### src/rtl/adc_capture_trig.sv
// Sample-clock capture engine: decimated, triggered writes into a circular buffer held in an
// external dual-port RAM, with programmable pre-trigger depth and rising/falling/immediate trigger.
module adc_capture_trig #(
  parameter int DATA_W = 8,
  parameter int ADDR_W = 10
) (
  input  logic              clk,
  input  logic              resetn,
  input  logic [DATA_W-1:0] adc_data,
  input  logic              arm,
  input  logic              abort,
  input  logic [1:0]        trig_mode,
  input  logic [DATA_W-1:0] trig_level,
  input  logic [ADDR_W-1:0] pretrig,
  input  logic [7:0]        decim,
  output logic              wr_en,
  output logic [ADDR_W-1:0] wr_addr,
  output logic [DATA_W-1:0] wr_data,
  output logic              busy,
  output logic              done,
  output logic [ADDR_W-1:0] trig_addr,
  output logic [ADDR_W-1:0] start_addr
);

  typedef enum logic [2:0] {
    S_IDLE,
    S_PRE,
    S_WAIT,
    S_POST,
    S_DONE
  } state_t;

  state_t state_reg, state_next;

  logic [DATA_W-1:0] adc_q_reg;
  logic [1:0]        mode_reg;
  logic [DATA_W-1:0] level_reg;
  logic [7:0]        decim_reg;
  logic [ADDR_W-1:0] pretrig_reg;
  logic [ADDR_W-1:0] ptr_reg;
  logic [7:0]        dcnt_reg;
  logic [ADDR_W-1:0] pre_cnt_reg;
  logic [ADDR_W-1:0] post_left_reg;
  logic [DATA_W-1:0] prev_reg;
  logic              prev_valid_reg;
  logic              wr_en_reg;
  logic [ADDR_W-1:0] wr_addr_reg;
  logic [DATA_W-1:0] wr_data_reg;
  logic [ADDR_W-1:0] trig_addr_reg;
  logic [ADDR_W-1:0] start_addr_reg;

  logic              active;
  logic              strobe;
  logic              rise_hit;
  logic              fall_hit;
  logic              trig_hit;
  logic [ADDR_W-1:0] post_init;

  // pretrig is ADDR_W bits wide, so it can never exceed DEPTH-1: the clamp is implicit.
  always_comb begin
    active    = (state_reg == S_PRE) || (state_reg == S_WAIT) || (state_reg == S_POST);
    strobe    = active && (dcnt_reg == 8'd0) && !arm && !abort;
    rise_hit  = prev_valid_reg && (prev_reg < level_reg) && (adc_q_reg >= level_reg);
    fall_hit  = prev_valid_reg && (prev_reg > level_reg) && (adc_q_reg <= level_reg);
    post_init = {ADDR_W{1'b1}} - pretrig_reg;
    case (mode_reg)
      2'b01:   trig_hit = rise_hit;
      2'b10:   trig_hit = fall_hit;
      default: trig_hit = 1'b1;
    endcase

    state_next = state_reg;
    if (abort) begin
      state_next = S_IDLE;
    end else if (arm) begin
      state_next = (pretrig == '0) ? S_WAIT : S_PRE;
    end else if (strobe) begin
      case (state_reg)
        S_PRE: begin
          if (pre_cnt_reg + 1'b1 == pretrig_reg) state_next = S_WAIT;
        end
        S_WAIT: begin
          if (trig_hit) state_next = (post_init == '0) ? S_DONE : S_POST;
        end
        S_POST: begin
          if (post_left_reg == ADDR_W'(1)) state_next = S_DONE;
        end
        default: state_next = state_reg;
      endcase
    end
  end

  always_ff @(posedge clk or negedge resetn) begin
    if (!resetn) state_reg <= S_IDLE;
    else         state_reg <= state_next;
  end

  always_ff @(posedge clk or negedge resetn) begin
    if (!resetn) begin
      adc_q_reg      <= '0;
      mode_reg       <= '0;
      level_reg      <= '0;
      decim_reg      <= '0;
      pretrig_reg    <= '0;
      ptr_reg        <= '0;
      dcnt_reg       <= '0;
      pre_cnt_reg    <= '0;
      post_left_reg  <= '0;
      prev_reg       <= '0;
      prev_valid_reg <= 1'b0;
      wr_en_reg      <= 1'b0;
      wr_addr_reg    <= '0;
      wr_data_reg    <= '0;
      trig_addr_reg  <= '0;
      start_addr_reg <= '0;
    end else begin
      adc_q_reg <= adc_data;
      wr_en_reg <= strobe;
      if (strobe) begin
        wr_addr_reg <= ptr_reg;
        wr_data_reg <= adc_q_reg;
      end

      if (arm && !abort) begin
        mode_reg       <= trig_mode;
        level_reg      <= trig_level;
        decim_reg      <= decim;
        pretrig_reg    <= pretrig;
        ptr_reg        <= '0;
        dcnt_reg       <= '0;
        pre_cnt_reg    <= '0;
        prev_valid_reg <= 1'b0;
      end else if (active && !abort) begin
        dcnt_reg <= (dcnt_reg == decim_reg) ? 8'd0 : dcnt_reg + 8'd1;
        if (strobe) begin
          ptr_reg        <= ptr_reg + 1'b1;
          prev_reg       <= adc_q_reg;
          prev_valid_reg <= 1'b1;
          if (state_reg == S_PRE)
            pre_cnt_reg <= (state_next == S_PRE) ? pre_cnt_reg + 1'b1 : '0;
          if (state_reg == S_WAIT && trig_hit) begin
            trig_addr_reg  <= ptr_reg;
            start_addr_reg <= ptr_reg - pretrig_reg;
            post_left_reg  <= post_init;
          end
          if (state_reg == S_POST)
            post_left_reg <= post_left_reg - 1'b1;
        end
      end
    end
  end

  assign wr_en      = wr_en_reg;
  assign wr_addr    = wr_addr_reg;
  assign wr_data    = wr_data_reg;
  assign busy       = active;
  assign done       = (state_reg == S_DONE);
  assign trig_addr  = trig_addr_reg;
  assign start_addr = start_addr_reg;

endmodule

### config.mk
export PLATFORM = sky130hd
export DESIGN_NAME = adc_capture_trig
export DESIGN_NICKNAME = d
export VERILOG_FILES = /design/src/rtl/adc_capture_trig.sv
export SDC_FILE = /design/constraint.sdc
export NUM_CORES = 1
export LEC_CHECK = 0
export CORE_ASPECT_RATIO = 2
export CORE_MARGIN = 2
export CORE_UTILIZATION = 55
export CTS_CLUSTER_DIAMETER = 50
export DETAILED_ROUTE_END_ITERATION = 12
export PLACE_DENSITY = 0.79
export SLEW_MARGIN = 20
export SYNTH_ARGS = -nofsm -noshare
export SYNTH_HDL_FRONTEND = slang
export SYNTH_SLANG_ARGS = --single-unit
### constraint.sdc
create_clock -name clk -period 3.9 [get_ports clk]
set_input_delay 0.78 -clock clk [delete_from_list [all_inputs] [get_ports clk]]
set_output_delay 0.78 -clock clk [all_outputs]
set_load 0.05 [all_outputs]
==> reports/results.tsv <==
stage	metric	value	unit
die	start_util	55.9	%
die	die_w	82.3	um
die	die_area	0.0132	mm^2
clocking	cts_buffers	17	
yosys	synth_area_leaders	dfrtp_1 46%, nand2_1 8.0%, ha_1 6.1%	
status	outcome	completed	
yosys	netlist_top_cells_count	144 x nand2_1, 125 x dfrtp_1, 54 x o21ai_0	
sta	drv_slew	0	
cells_and_area	final_util	68.5	%
worst_setup_path	path_buf_inv	4	
yosys	synth_simple_gate_area_share	20.8	%
sta	finalClockSkew	0.0134	ns
worst_setup_path	cpMostUsedCell	buf_4	
clocking	hold_buffers	0	
sta	rsz0062_at_grt	no	
worst_setup_path	critPathSlowestCell	clkdlybuf4s50_1	
die	core	0.0121	mm^2
worst_setup_path	r2r_start	adc_q_reg[1]	
yosys	avgSynthCellArea	9.47	um^2
power	combPwrFrac	21.8	%
clocking	cts_tree	done	
power	switchingPower	1.26	mW
worst_setup_path	crit_family	buffers and inverters	
yosys	syn_nets	786	
detailed_routing	dr_total_vias	5735	
grt	antenna_found_initial	0	
worst_setup_path	cp_max_fo	34	
yosys	muxShareOfSynthArea	3.47	%
power	p_per_area	473	mW/mm^2
sta	min_period	3.04	ns
yosys	synth_top_area_cell	dfrtp_1	
clocking	htree_levels	4	
yosys	async_flop_share	100	%
placed_design	io_buffers	80	
detailed_routing	antenna_left	0	
cells_and_area	fin_area	0.00826	mm^2
placed_design	routabilityCongestion	0.883	
power	seqPwrFrac	39.7	%
yosys	synth_compound_area_share	14.0	%
detailed_routing	routedWlPerCell	19.4	um
cells_and_area	layout-drive-gt1-share	9.96	%
yosys	syn_area	0.00674	mm^2
detailed_routing	drcViolationCount	0	
cells_and_area	area_growth	22.5	%
detailed_routing	wl	18.4	mm
yosys	yosys_warnings	0	
yosys	synth_fa_ha_area_share	6.42	%
clocking	cts_resized	0	
sta	max_freq	0.329	GHz
yosys	synth_top_area_share	46.4	%
worst_setup_path	crit_path_start_kind	input port	
clocking	cts_root_buffer	clkbuf_16	
worst_setup_path	arrival	3.33	ns
yosys	synth_seq_area_share	46.4	%
yosys	synthDistinctLibCells	71	
yosys	synth_ff_type	dfrtp_1	
grt	grt_max_degree	49	
sta	worst_pin_slew	0.731	ns
yosys	synth_top_family_by_area	simple AND/OR/NAND/NOR gates	
placed_design	place_area	0.00769	mm^2
power	ir_drop	0.398	mV
sta	slew_headroom	51.2	%
clocking	path_clk_slew	0.06	ns
worst_setup_path	critPathMaxStageDelay	0.59	ns
clocking	cts.sinks	125	
detailed_routing	routed_via_density	6.04	
die	ios	81	
die	chipHeight	161	um
yosys	yosys.area_share.xor_xnor	4.94	%
run	drv_cap	0	
power	switching_share	32.2	%
clocking	clock_latency	0.41	ns
sta	period_share	77.9	%
worst_setup_path	cp.required	4.19	ns
worst_setup_path	crit_start	arm	
power	p_int	2.65	mW
worst_setup_path	criticalPathCategory	input port to flip-flop	
hold_path	hold_class	input port to asynchronous set/reset pin	
yosys	synth-edff-count	0	
grt	grt_pass1_wl	29.9	mm
grt	grt_util_all_layers	29.8	%
die	rows	57	
placed_design	place_hpwl	13.2	mm
worst_setup_path	crit_path_end_kind	flip-flop	
power	finalPower	3.91	mW
clocking	cts.path.max_buffers	2	
grt	gr-total-overflow	0	
clocking	post-cts-setup-buffers	0	
worst_setup_path	path_cells	clkdlybuf4s50_1 > nor4b_4 > nand4b_4 > buf_4 > inv_2 > nand2_1 > a211o_1 > buf_4 > mux2_1	
cells_and_area	nets	864	
sta	setup_viol	0	
sta	finalHoldViolCount	0	
yosys	synthCells	712	
cells_and_area	antenna_cells	0	
power	p_leak	3.78	nW
yosys	synth-seq-cells	125	
power	p_clk_share	38.6	%
sta	final.setup.tns	0	ns
yosys	yosysMostFrequentCell	nand2_1	
sta	holdWs	0.401	ns
detailed_routing	dr.pass1.iters	5	
detailed_routing	drtIter0Drc	343	
grt	grt_pass1_vias	6126	
==> placed cells by master (no fill, tap or decap), drive strengths merged, types with 4 or more instances in the layout <==
cell           count
a211oi             6
a21oi             17
a221oi             6
a2bb2oi            6
a31o               5
and2               4
and3               6
buf               12
clkbuf            18
clkdlybuf4s50     79
clkinvlp           7
dfrtp            125
ha                33
inv               39
mux2              19
nand2            144
nand2b             8
nand3             24
nand4             15
nor2              34
nor2b              9
nor3               9
nor4               7
o21ai             55
o21bai             5
o31ai              9
or3               11
xnor2             27
xor2              11
==> routing by layer <==
metal  part of all wire (%)  vias up  track usage (%)
met1                     35     2788             31.0
li1                       -     2658                -
met3                    3.9       72             4.89
met4                    6.2        0             19.5
met2                     54      217             52.5
met5                      0        -                0
==> layout make-up <==
type / instances / area, um^2
fill: 904 / 3800
multi-input combinational: 520 / 3350
sequential: 125 / 3130
timing repair buffer: 91 / 893
clock buffer: 18 / 429
tap: 147 / 184
clock inverter: 14 / 138
inverter: 35 / 131
==> final timing paths <==
path | endpoint | slack, ns | cells past startpoint
max | start_addr[6] | 0.86 | 9
min | decim_reg[3] | 0.40 | 1
max reg2reg | post_left_reg[1] | 0.94 | 9
min reg2reg | wr_data[5] | 0.48 | 2
max in group asynchronous | pretrig_reg[9] | 2.60 | 2
min in group clk | wr_data[5] | 0.48 | 2
==> through the flow <==
step                      setup slack [ns]  std cells
final                                0.860        950
after global placement               0.548        918
after floorplan                       1.40        712
after CTS                            0.887        950
after global routing                 0.679        950
after detailed placement             0.478        918
==> power by group through the flow <==
stage / Clock (mW) / Combinational, mW / Sequential, mW
floorplan: 0 / 0.425 / 1.67
global placement: 0 / 0.812 / 1.56
detailed placement: 0 / 0.840 / 1.57
CTS: 1.52 / 0.854 / 1.55
global route: 1.58 / 0.937 / 1.57
finish: 1.51 / 0.851 / 1.55
==> kinds of logic after synthesis <==
logic type / Yosys count
buffers and inverters: 67
and+or+nand+nor: 288
xor gates and xnor gates: 38
muxes: 21
adders and majority gates: 34
AOI/OAI and AO/OA: 139
DFF: 125
Power figures use the tool's default switching activity.
